<file path="src/rtl/cipher_pkg.sv">
// Shared constants and types for the scytale cipher blocks.
package cipher_pkg;

    localparam logic [7:0] END_TOKEN = 8'hFA;
    localparam logic [7:0] PAD_CHAR  = 8'h20;
    localparam int         ADDR_W    = 16;

    typedef enum logic {
        COLLECT = 1'b0,
        EMIT    = 1'b1
    } state_t;

endpackage

</file>
<file path="src/rtl/scytale_index_gen.sv">
// Column-major read address generator for the scytale encoder.
// Walks an N x M matrix by repeated addition, so no multiplier is needed.
module scytale_index_gen
    import cipher_pkg::*;
#(
    parameter int KEY_WIDTH = 8
) (
    input  logic                 clk,
    input  logic                 rst_n,
    input  logic                 start,
    input  logic                 step,
    input  logic [KEY_WIDTH-1:0] key_M,
    input  logic [KEY_WIDTH-1:0] key_N,
    output logic [ADDR_W-1:0]    addr,
    output logic                 last
);

    logic [KEY_WIDTH-1:0] i;
    logic [KEY_WIDTH-1:0] j;
    logic [ADDR_W-1:0]    a;
    logic                 row_end;

    assign row_end = (i == key_N - KEY_WIDTH'(1));
    assign last    = row_end && (j == key_M - KEY_WIDTH'(1));
    assign addr    = a;

    always_ff @(posedge clk or negedge rst_n) begin
        if (!rst_n) begin
            i <= '0;
            j <= '0;
            a <= '0;
        end else if (start) begin
            i <= '0;
            j <= '0;
            a <= '0;
        end else if (step) begin
            if (row_end) begin
                // Next column starts at the flat index equal to the new column number.
                i <= '0;
                j <= j + KEY_WIDTH'(1);
                a <= ADDR_W'(j) + ADDR_W'(1);
            end else begin
                i <= i + KEY_WIDTH'(1);
                a <= a + ADDR_W'(key_M);
            end
        end
    end

endmodule

</file>
<file path="src/rtl/scytale_encryption.sv">
// Scytale cipher encoder: buffers plaintext until END_TOKEN, then emits it column-major.
// Build option SCYTALE_ENC_PAD_EN: pad short-message positions with PAD_CHAR instead of gaps.
module scytale_encryption
    import cipher_pkg::*;
#(
    parameter int MAX_LEN   = 50,
    parameter int D_WIDTH   = 8,
    parameter int KEY_WIDTH = 8
) (
    input  logic                 clk,
    input  logic                 rst_n,
    input  logic [D_WIDTH-1:0]   data_i,
    input  logic                 valid_i,
    input  logic [KEY_WIDTH-1:0] key_M,
    input  logic [KEY_WIDTH-1:0] key_N,
    output logic                 busy,
    output logic [D_WIDTH-1:0]   data_o,
    output logic                 valid_o
);

    localparam int CNT_W = $clog2(MAX_LEN + 1);
    localparam int BUF_W = $clog2(MAX_LEN);

    state_t               state;
    logic [CNT_W-1:0]     wr_cnt;
    logic [KEY_WIDTH-1:0] m_q;
    logic [KEY_WIDTH-1:0] n_q;
    logic                 done;
    logic [D_WIDTH-1:0]   mem [MAX_LEN];
    logic [ADDR_W-1:0]    addr;
    logic                 last;
    logic                 is_token;
    logic                 token;
    logic                 store;
    logic                 step;
    logic                 in_range;

    assign is_token = (data_i == D_WIDTH'(END_TOKEN));
    assign token    = (state == COLLECT) && valid_i && is_token;
    assign store    = (state == COLLECT) && valid_i && !is_token && (wr_cnt < CNT_W'(MAX_LEN));
    assign step     = (state == EMIT) && !done;
    assign in_range = (addr < ADDR_W'(wr_cnt)) && (addr < ADDR_W'(MAX_LEN));

    scytale_index_gen #(
        .KEY_WIDTH (KEY_WIDTH)
    ) u_index_gen (
        .clk   (clk),
        .rst_n (rst_n),
        .start (token),
        .step  (step),
        .key_M (m_q),
        .key_N (n_q),
        .addr  (addr),
        .last  (last)
    );

    always_ff @(posedge clk) begin
        if (store) begin
            mem[wr_cnt[BUF_W-1:0]] <= data_i;
        end
    end

    always_ff @(posedge clk or negedge rst_n) begin
        if (!rst_n) begin
            state   <= COLLECT;
            wr_cnt  <= '0;
            m_q     <= '0;
            n_q     <= '0;
            done    <= 1'b0;
            busy    <= 1'b0;
            data_o  <= '0;
            valid_o <= 1'b0;
        end else begin
            case (state)
                COLLECT: begin
                    valid_o <= 1'b0;
                    if (token) begin
                        m_q <= key_M;
                        n_q <= key_N;
                        if (wr_cnt == '0 || key_M == '0 || key_N == '0) begin
                            wr_cnt <= '0;
                        end else begin
                            state <= EMIT;
                            busy  <= 1'b1;
                            done  <= 1'b0;
                        end
                    end else if (store) begin
                        wr_cnt <= wr_cnt + CNT_W'(1);
                    end
                end
                EMIT: begin
                    // One extra cycle after the last position keeps busy up for L+1 cycles.
                    if (done) begin
                        state   <= COLLECT;
                        busy    <= 1'b0;
                        valid_o <= 1'b0;
                        wr_cnt  <= '0;
                        done    <= 1'b0;
                    end else begin
                        if (last) begin
                            done <= 1'b1;
                        end
                        if (in_range) begin
                            data_o  <= mem[addr[BUF_W-1:0]];
                            valid_o <= 1'b1;
                        end else begin
`ifdef SCYTALE_ENC_PAD_EN
                            data_o  <= D_WIDTH'(PAD_CHAR);
                            valid_o <= 1'b1;
`else
                            valid_o <= 1'b0;
`endif
                        end
                    end
                end
                default: state <= COLLECT;
            endcase
        end
    end

endmodule

</file>
<file path="config.mk">
export PLATFORM = sky130hd
export DESIGN_NAME = scytale_encryption
export DESIGN_NICKNAME = d
export VERILOG_FILES = /design/src/rtl/cipher_pkg.sv /design/src/rtl/scytale_index_gen.sv /design/src/rtl/scytale_encryption.sv
export SDC_FILE = /design/constraint.sdc
export NUM_CORES = 1
export LEC_CHECK = 0
export ABC_AREA = 1
export BUFFER_PORTS_ARGS = -buffer_cell sky130_fd_sc_hd__buf_2
export CORE_ASPECT_RATIO = 0.6
export CORE_UTILIZATION = 45
export DETAILED_ROUTE_END_ITERATION = 10
export GPL_ROUTABILITY_DRIVEN = 0
export GPL_TIMING_DRIVEN = 0
export PLACE_DENSITY = 0.63
export SLEW_MARGIN = 15
export SYNTH_ARGS = -nofsm -noshare
export SYNTH_HDL_FRONTEND = slang
export SYNTH_SLANG_ARGS = --single-unit
</file>
<file path="constraint.sdc">
create_clock -name clk -period 5.7 [get_ports clk]
set_input_delay 0 -clock clk [delete_from_list [all_inputs] [get_ports clk]]
set_output_delay 0 -clock clk [all_outputs]
set_load 0.01 [all_outputs]
</file>
==> flow_summary.yaml, run 1 <==
clock_network:
  htreeDepth: 2
  cts_made_buffers: 43
  cts-resized-gates: 0
  cts.clk_slew.worst_paths_ns: 0.07
  cts_sinks: 466
  postCtsSetupRepairBufs: 0
  clock-root-buffer: "clkbuf_16"
  cts_hold_buffers: 19
  clk-insertion-delay-late_ns: 0.56
  cts_tree: "yes"
  cts_buffer_depth: 3
global_routing:
  grt_pass1_vias: 14748
  antenna_found_initial: 0
  gr-usage-all-layers: 0.276
  overflow: 0
  grt_max_degree: 56
  grt_pass1_wl_mm: 95.4
finish:
  area_delta_synth_final_pct: 11.6
  layoutNonFillerInstCount: 2911
  num-fill-cells: 4181
  drive_gt1_frac: 0.0846
  nets: 2298
  final_util: 0.509
  diodes: 0
  final_cell_area_um2: 23600
setup_path:
  worst_setup_path_end_kind: "flop"
  crit_chain: "buf_2, nor2_1, nand2_1, nand2_1, nand3_1, inv_1, buf_4, nand3_1, nor2_1"
  critical-path-top-delay-family: "simple AND/OR/NAND/NOR gates"
  critical-path-max-stage-delay_ns: 0.84
  worst-r2r-setup-slack_ns: 2.15
  critPathRequiredTime_ns: 5.86
  startpoint: "wr_cnt[2]"
  reg2regPathDepth: 9
  crit_buf_inv: 3
  cp-start-kind: "flop"
  crit_cells: 9
  r2r-start: "wr_cnt[2]"
  crit_slowest_cell: "nor2_1"
  worstSetupPathType: "flop to flop"
  crit_arrival_ns: 3.70
  worstReg2RegEnd: "mem[46][4]"
  path_max_fanout: 10
  crit_path_end: "mem[46][4]"
sta:
  tns_ns: 0
  worst_hold_slack_ns: 0.101
  max_freq_mhz: 282
  worst_pin_slew_ns: 1.21
  finClkSkew_ns: 0.0313
  setup-violations-final: 0
  rsz0062_at_grt: "no"
  drv_slew: 0
  hold_viol: 0
  finalCriticalPeriod_ns: 3.55
  finalCritPeriodShare: 0.622
  slew_headroom: 0.195
floorplanning:
  io_pins: 37
  core-area_um2: 46300
  die_height_um: 170
  die-area_um2: 47800
  fp.dieW_um: 282
  row_count: 61
  initial_utilization: 0.456
place:
  place_area_um2: 22100
  placedCellCount: 2817
  io_buffers: 36
  post-dp-hpwl_mm: 45.1
synth:
  avgSynthCellArea_um2: 9.82
  synth_nets: 2197
  synth-seq-cells: 466
  yosysUniqueCellTypes: 39
  ys_warn_count: 0
  synth_seq_area_share: 0.647
  synth_edf_count: 400
  syn_inst: 2150
  async_flop_share: 0.142
  synth_area_um2: 21100
  ys.flop_type: "edfxtp_1"
route:
  num_vias: 15903
  via_per_inst: 5.46
  ant_nets: 0
  wire_per_inst_um: 22.2
  drc: 0
  routed_wl_mm: 64.7
  drt_iter0_markers: 2240
  firstDrtPassIters: 5
min_path:
  holdCritPathClass: "primary input to flop"
pwr:
  p_per_area_nw_per_um2: 463
  ir_drop_v: 0.000296
  p_leak_nw: 9.59
outcome:
  status: "finished clean"
run:
  max_cap_viol_count: 0
cell usage after synthesis, types with 4 or more instances:
master / instances / share of area
buf_1: 4 / 0.00071
nor2_2: 6 / 0.0018
edfxtp_1: 400 / 0.57
nor4_1: 5 / 0.0015
buf_2: 48 / 0.011
nand4_1: 7 / 0.0021
inv_2: 8 / 0.0014
o21ai_1: 4 / 0.00095
clkbuf_1: 24 / 0.0043
nor2_1: 251 / 0.045
ha_1: 19 / 0.011
dfrtp_1: 66 / 0.078
inv_1: 131 / 0.023
nor3_1: 19 / 0.0045
o21ai_0: 94 / 0.022
o211ai_1: 8 / 0.0028
or2_2: 7 / 0.0021
xor2_1: 28 / 0.012
buf_4: 14 / 0.0050
a21oi_1: 31 / 0.0073
xnor2_1: 9 / 0.0037
nand2_1: 747 / 0.13
nand3_1: 195 / 0.046
tightest hold or removal path, stage by stage:
cell and delay [ns]:
buf_2 0.11, inv_1 0.05, nor2_1 0.05, nand3_2 0.18
nand2_1 0.07, nand2_1 0.05, nand2_1 0.05, nand2_1 0.04
cell usage in the layout (no fill, tap or decap), drive strengths merged:
cell	Yosys	layout
a21boi	2	2
a21o	1	1
a21oi	32	32
a31o	1	1
a31oi	2	2
buf	68	105
bufinv	0	1
clkbuf	24	85
clkinv	0	12
dfrtp	66	66
dlygate4sd3	0	19
edfxtp	400	400
fa	1	1
ha	19	19
inv	140	141
nand2	751	751
nand3	198	198
nand4	8	8
nor2	259	259
nor3	20	20
nor4	5	5
o211ai	8	8
o21ai	98	98
o22ai	3	3
or2	7	7
xnor2	9	9
xor2	28	28
cells by family (layout without fill, tap and decap cells):
logic type | count (synthesis) | count (layout) | share of synthesized area
adder cells (fa/ha/maj) | 20 | 20 | 0.0122
flip-flops | 466 | 466 | 0.647
AND/OR/NAND/NOR | 1248 | 1248 | 0.241
AO/OA/AOI/OAI | 147 | 147 | 0.0371
buffers and inverters | 232 | 363 | 0.0474
XOR/XNOR | 37 | 37 | 0.0153
registers in the layout, indices dropped and copies added, names as in the netlist:
signal            flops
n_q                   8
valid_o               1
busy                  1
mem                 400
u_index_gen.j         8
u_index_gen.i         8
u_index_gen.addr     16
m_q                   8
done                  1
state                 1
wr_cnt                6
data_o                8
how the worst min path moves through the flow:
stage                     cells past startpoint             endpoint      from  slack, ns
after global routing                          8  u_index_gen.addr[0]   valid_i       0.15
after global placement                        3               m_q[7]  key_M[7]       0.22
final                                         8  u_index_gen.addr[0]   valid_i       0.10
after floorplan                               0                 busy     rst_n      -0.30
after detailed placement                      1               n_q[3]     rst_n      -0.13
after CTS                                     8  u_index_gen.addr[0]   valid_i       0.09
per-stage QoR:
stage	total power, mW	worst slack (ns)
finish	10.9	2.15
global route	11.4	2.03
CTS	10.8	2.27
detailed placement	8.08	2.08
global placement	8.04	2.16
floorplan	6.50	3.62
report_power, final:
part / total (mW) / leakage (nW) / switching, mW / internal, mW
sequential: 4.04 / 4.41 / 0.147 / 3.89
combinational: 4.16 / 4.56 / 3.07 / 1.08
clock: 2.72 / 0.617 / 1.26 / 1.47
layer usage:
layer	share of wire	track usage	vias to the layer above
met5	0	0	-
met4	0.020	0.0598	0
met3	0.13	0.0699	109
met2	0.39	0.368	861
met1	0.46	0.442	7596
li1	-	-	7337
final cells by class:
type | instances | area [um^2] | share of cell area
flip-flops and latches | 466 | 13700 | 0.579
multi-input cells | 1452 | 6470 | 0.274
clock buffers | 61 | 1160 | 0.0494
well taps | 630 | 788 | 0.0334
inverters | 140 | 528 | 0.0224
plain buffers | 92 | 473 | 0.0201
repair buffers | 56 | 400 | 0.0170
clock inverters | 14 | 92.6 | 0.00393
(Power assumes the default switching activity.)
==> run 2: changes to the inputs <==
- ABC_AREA: 1 -> 0
- PLACE_DENSITY: 0.63 -> 0.66
- clock period: 5.7 -> 3.2 ns (I/O delays scaled with it)
==> run 2 against run 1 <==
  * The run now ends with negative setup slack left
  * Critical path depth down 3
  * Total power up 75%
  * Utilization up 1.7 points
  * Critical endpoint is now mem[41][5]
  * Clock power up 92%
  * Critical path type unchanged
  * Combinational power up 57%
  * Via count down 26%
  * Clock-buffer cell count down 12
  * Sequential cell count unchanged
  * Sequential power up 81%
  * Die area down 6.3%
  * Synthesized area down 6.3%
  * Non-clock buffer count down 26
==> flow_summary.yaml, run 2 <==
outcome:
  status: "finished with violations"
  violations: "negative setup slack"
sta:
  finalCritPeriodShare: 1.02
  worst_hold_slack_ns: 0.169
  setup-violations-final: 40
  hold_viol: 0
  finalCriticalPeriod_ns: 3.27
  slew_headroom: 0.254
  finClkSkew_ns: 0.0232
  worst_pin_slew_ns: 1.12
  max_freq_mhz: 306
  rsz0062_at_grt: "yes"
  finalWorstSetupSlack_ns: -0.0670
  drv_slew: 0
finish:
  final_common_cell: "edfxtp_1"
  drive_gt1_frac: 0.223
  diodes: 0
  largest_reg_flops: 400
  area_delta_synth_final_pct: 15.3
  final_util: 0.526
  final_cell_mix: "400 x edfxtp_1, 90 x nand2_1, 75 x mux2i_1, 66 x dfrtp_1, 62 x mux4_2"
  nets: 1391
pwr:
  p_per_area_nw_per_um2: 837
  p_leak_nw: 7.79
  switching_share: 0.357
  ir_drop_v: 0.000475
  clockPowerShare: 0.273
  pwr-share-comb: 0.343
  switching_power_mw: 6.82
  seqPwrFrac: 0.384
  p_int_mw: 12.3
run:
  max_cap_viol_count: 0
place:
  io_buffers: 36
  post-dp-hpwl_mm: 35.1
  pre_cts_slack_ns: -0.542
global_routing:
  overflow: 0
  grt_pass1_vias: 11339
  antenna_found_initial: 0
  grt_max_degree: 52
  grt_pass1_wl_mm: 77.0
  gr-usage-all-layers: 0.242
synth:
  avgSynthCellArea_um2: 16.0
  synth_top_area_frac: 0.607
  post-synth-top-count-cell: "edfxtp_1"
  ys.flop_type: "edfxtp_1"
  syn_inst: 1239
  synth_area_leaders: "edfxtp_1 61%, dfrtp_1 8.4%, mux4_2 7.1%"
  yosysUniqueCellTypes: 71
  synth_area_um2: 19800
  synth_edf_count: 400
  synth_common_cells: "400 x edfxtp_1, 93 x nand2_1, 88 x nor2_1, 77 x mux2i_1, 66 x dfrtp_1"
  async_flop_share: 0.142
  ys_warn_count: 0
  synth_top_cell_by_area: "edfxtp_1"
  synth-seq-cells: 466
  synth_seq_area_share: 0.691
  synth_nets: 1286
floorplanning:
  io_pins: 37
  fp.dieW_um: 273
  initial_utilization: 0.456
  row_count: 59
  die_height_um: 164
  die-area_um2: 44800
  core-area_um2: 43300
clock_network:
  cts_made_buffers: 42
  clk-insertion-delay-late_ns: 0.56
  cts.clk_slew.worst_paths_ns: 0.07
  htreeDepth: 2
  cts_buffer_depth: 3
  cts_tree: "yes"
  clock-root-buffer: "clkbuf_16"
  cts_sinks: 466
route:
  drc: 0
  wire_per_inst_um: 27.3
  via_per_inst: 6.04
  num_vias: 11794
  drt_iter0_markers: 1467
  ant_nets: 0
  routed_wl_mm: 53.3
  firstDrtPassIters: 7
setup_path:
  path_max_fanout: 9
  worstSetupPathType: "flop to flop"
  critPathRequiredTime_ns: 3.37
  worst_setup_path_end_kind: "flop"
  crit_arrival_ns: 3.44
  cp-start-kind: "flop"
min_path:
  holdCritPathClass: "primary input to flop"
==> run 2: cell types whose count changed in the layout (fill, tap and decap cells not counted), moves of 22 or more <==
cell and change:
nor2_4 +27, mux2_2 +29, inv_1 -113, nor2_1 -201, xnor2_1 +22, o21ai_0 -70
nand3_1 -170, buf_2 -40, mux4_2 +62, mux2i_1 +75, nand2_1 -657
==> run 2: area by class of cell <==
type                    instances  area [um^2]
fillers                      3505        20500
flip-flops and latches        466        13700
multi-input cells             694         6110
clock buffers                  49         1120
well taps                     579          724
repair buffers                 62          510
plain buffers                  60          342
clock inverters                26          273
inverters                      18         67.6
==> run 2: metal layers <==
metal,GRT usage,vias to the layer above,part of all wire
li1,-,5063,-
met1,0.364,6044,0.45
met2,0.319,615,0.39
met3,0.107,72,0.14
met4,0.0488,0,0.015
met5,0,-,0
==> run 2: worst max-delay path: stages, from the launching register on <==
cell and delay (ns):
dfrtp_1 0.37, clkbuf_1 0.22, o311ai_0 0.43, o2111a_1 0.38
and2_1 0.26, nand2_1 0.43, nor2_1 0.78
==> run 2: path summary, 6_finish.rpt <==
kind	startpoint	end	slack, ns	cells after the start
worst max-delay path	wr_cnt[2]	mem[41][5]	-0.07	6
worst min-delay path	data_i[1]	mem[1][1]	0.17	1
worst max register to register	wr_cnt[2]	mem[41][5]	-0.07	6
worst min register to register	data_o[3]	data_o[3]	0.53	2
max in group asynchronous	rst_n	n_q[2]	1.57	4
min in group asynchronous	rst_n	u_index_gen.j[0]	0.51	4
==> run 2: stage by stage <==
step	setup TNS, ns	cell area [um^2]	instances	total power [mW]
final	-0.948	22800	1954	19.1
after global routing	-30.11	22800	1954	19.7
after CTS	-9.53	22400	1950	18.7
after detailed placement	-49.64	20700	1855	13.4
after global placement	-32.43	20700	1854	13.3
after floorplan	0	19800	1239	11.1
==> run 2: logic make-up after synthesis <==
family                   synth area share
AO/OA/AOI/OAI                      0.0548
AND/OR/NAND/NOR                    0.0757
flip-flops                          0.691
XOR/XNOR                           0.0208
multiplexers                        0.126
adder cells (fa/ha/maj)            0.0130
buffers and inverters              0.0189
==> run 2: power groups by stage <==
stage / sequential (mW) / combinational, mW / clock [mW]
floorplan: 7.30 / 3.83 / 0
global placement: 7.42 / 5.92 / 0
detailed placement: 7.43 / 5.98 / 0
CTS: 7.30 / 6.13 / 5.24
global route: 7.36 / 6.89 / 5.49
finish: 7.33 / 6.55 / 5.22
==> run 2: what timing repair did <==
action                     CTS  global route
hold buffers                20             0
setup endpoints to repair  212           376
pin swaps                    0             6
resized for setup           42            63
buffers inserted             0             5
hold endpoints to repair    84             0
==> run 3: changes to the inputs <==
- BUFFER_PORTS_ARGS: -buffer_cell sky130_fd_sc_hd__buf_2 -> -buffer_cell sky130_fd_sc_hd__clkbuf_2
==> run 3 against run 2 <==
  * The flow now finishes without violations
  * Clock power grew 1%
  * Clock-buffer cell count grew 5
  * Sequential cell count is the same
  * Highest routed layer unchanged
==> flow_summary.yaml, run 3 (synthesis gave the netlist of run 2 again) <==
outcome:
  status: "finished clean"
finish:
  layoutNonFillerInstCount: 1952
  largest_reg_flops: 400
  final_util: 0.526
  multi_input_area_um2: 6150
  nets: 1387
  final_common_cell: "edfxtp_1"
  area_delta_synth_final_pct: 15.2
  drive_gt1_frac: 0.222
  seq_area_um2: 13700
  diodes: 0
  final_cell_mix: "400 x edfxtp_1, 90 x nand2_1, 73 x mux2i_1, 66 x dfrtp_1, 62 x mux4_2"
  num-fill-cells: 3434
pwr:
  p_leak_nw: 7.76
  clockPowerShare: 0.276
  seqPwrFrac: 0.383
  switching_share: 0.353
  p_per_area_nw_per_um2: 840
  p_int_mw: 12.4
  switching_power_mw: 6.76
  pwr-share-comb: 0.341
  ir_drop_v: 0.000441
setup_path:
  critPathRequiredTime_ns: 3.41
  worst_setup_path_end_kind: "flop"
  path_max_fanout: 9
  crit_arrival_ns: 3.37
  reg2regPathDepth: 7
  worstSetupPathType: "flop to flop"
  cp-start-kind: "flop"
sta:
  finalCritPeriodShare: 0.988
  finClkSkew_ns: 0.0234
  setup-violations-final: 0
  worst_pin_slew_ns: 1.19
  drv_slew: 0
  finalCriticalPeriod_ns: 3.16
  slew_headroom: 0.208
  finalWorstSetupSlack_ns: 0.0390
  tns_ns: 0
  hold_viol: 0
  rsz0062_at_grt: "yes"
  max_freq_mhz: 316
min_path:
  holdPathStages: 4
  holdCritPathClass: "primary input to flop"
global_routing:
  antenna_found_initial: 0
  overflow: 0
  grt_pass1_vias: 11317
  grt_pass1_wl_mm: 77.1
  gr-usage-all-layers: 0.241
  grt_max_degree: 52
place:
  io_buffers: 36
  post-dp-hpwl_mm: 35.2
  pre_cts_slack_ns: -0.564
  placedCellCount: 1855
floorplanning:
  die_height_um: 164
  io_pins: 37
  die-area_um2: 44800
  core-area_um2: 43300
  fp.dieW_um: 273
  row_count: 59
  initial_utilization: 0.456
route:
  firstDrtPassIters: 5
  drt_iter0_markers: 1570
  routed_wl_mm: 52.7
  wire_per_inst_um: 27.0
  num_vias: 11844
  ant_nets: 0
  drc: 0
  via_per_inst: 6.07
clock_network:
  cts_sinks: 466
  htreeDepth: 2
  clk-insertion-delay-late_ns: 0.57
  cts_made_buffers: 42
  cts_buffer_depth: 3
  cts_tree: "yes"
  clock-root-buffer: "clkbuf_16"
  cts.clk_slew.worst_paths_ns: 0.07
run:
  max_cap_viol_count: 0
[run 3: repair_timing]
action	4_1_cts	5_1_grt
hold endpoints to repair	84	0
setup endpoints to repair	241	359
buffers inserted	0	1
resized for setup	41	75
hold buffers	20	0
pin swaps	0	2
[run 3: final timing paths]
| check | start | to | slack [ns] |
|---|---|---|---|
| setup / recovery | wr_cnt[2] | mem[24][6] | 0.04 |
| hold / removal | key_M[2] | m_q[2] | 0.19 |
| setup reg to reg | wr_cnt[2] | mem[24][6] | 0.04 |
| hold reg to reg | data_o[7] | data_o[7] | 0.53 |
| max in group asynchronous | rst_n | n_q[7] | 1.26 |
| min in group asynchronous | rst_n | u_index_gen.j[0] | 0.53 |
[run 3: power groups by stage]
| stage | combinational, mW | clock, mW | sequential (mW) |
|---|---|---|---|
| floorplan | 3.83 | 0 | 7.30 |
| global placement | 5.91 | 0 | 7.42 |
| detailed placement | 6.00 | 0 | 7.43 |
| CTS | 6.15 | 5.34 | 7.30 |
| global route | 6.84 | 5.58 | 7.37 |
| finish | 6.52 | 5.29 | 7.33 |
[run 3: critical path, cell delays in order, from the launching register on]
cell and delay, ns:
dfrtp_1 0.36, clkbuf_1 0.24, o311ai_0 0.46, o2111a_1 0.39, and2_1 0.16, clkbuf_1 0.33, nand2_2 0.43, nor2_4 0.42
[run 3: per-stage QoR]
step	hold slack (ns)	total power, mW	cell area [um^2]
detailed placement	-0.0358	13.4	20700
CTS	0.171	18.8	22500
global placement	0.204	13.3	20700
global route	0.222	19.8	22800
floorplan	-0.296	11.1	19800
finish	0.192	19.1	22800
[run 3: final cells by class]
type / count / area share
multi-input combinational: 694 / 0.270
sequential: 466 / 0.600
clock buffer: 54 / 0.0485
tap: 579 / 0.0318
buffer: 60 / 0.0148
timing repair buffer: 58 / 0.0189
clock inverter: 23 / 0.0136
inverter: 18 / 0.00297
[run 3: metal layers]
layer / GRT usage / routed length, um / up-vias
met5: 0 / 0 / -
met4: 0.0501 / 822 / 0
li1: - / - / 5053
met1: 0.385 / 24300 / 6078
met3: 0.0791 / 6600 / 69
met2: 0.314 / 21000 / 644
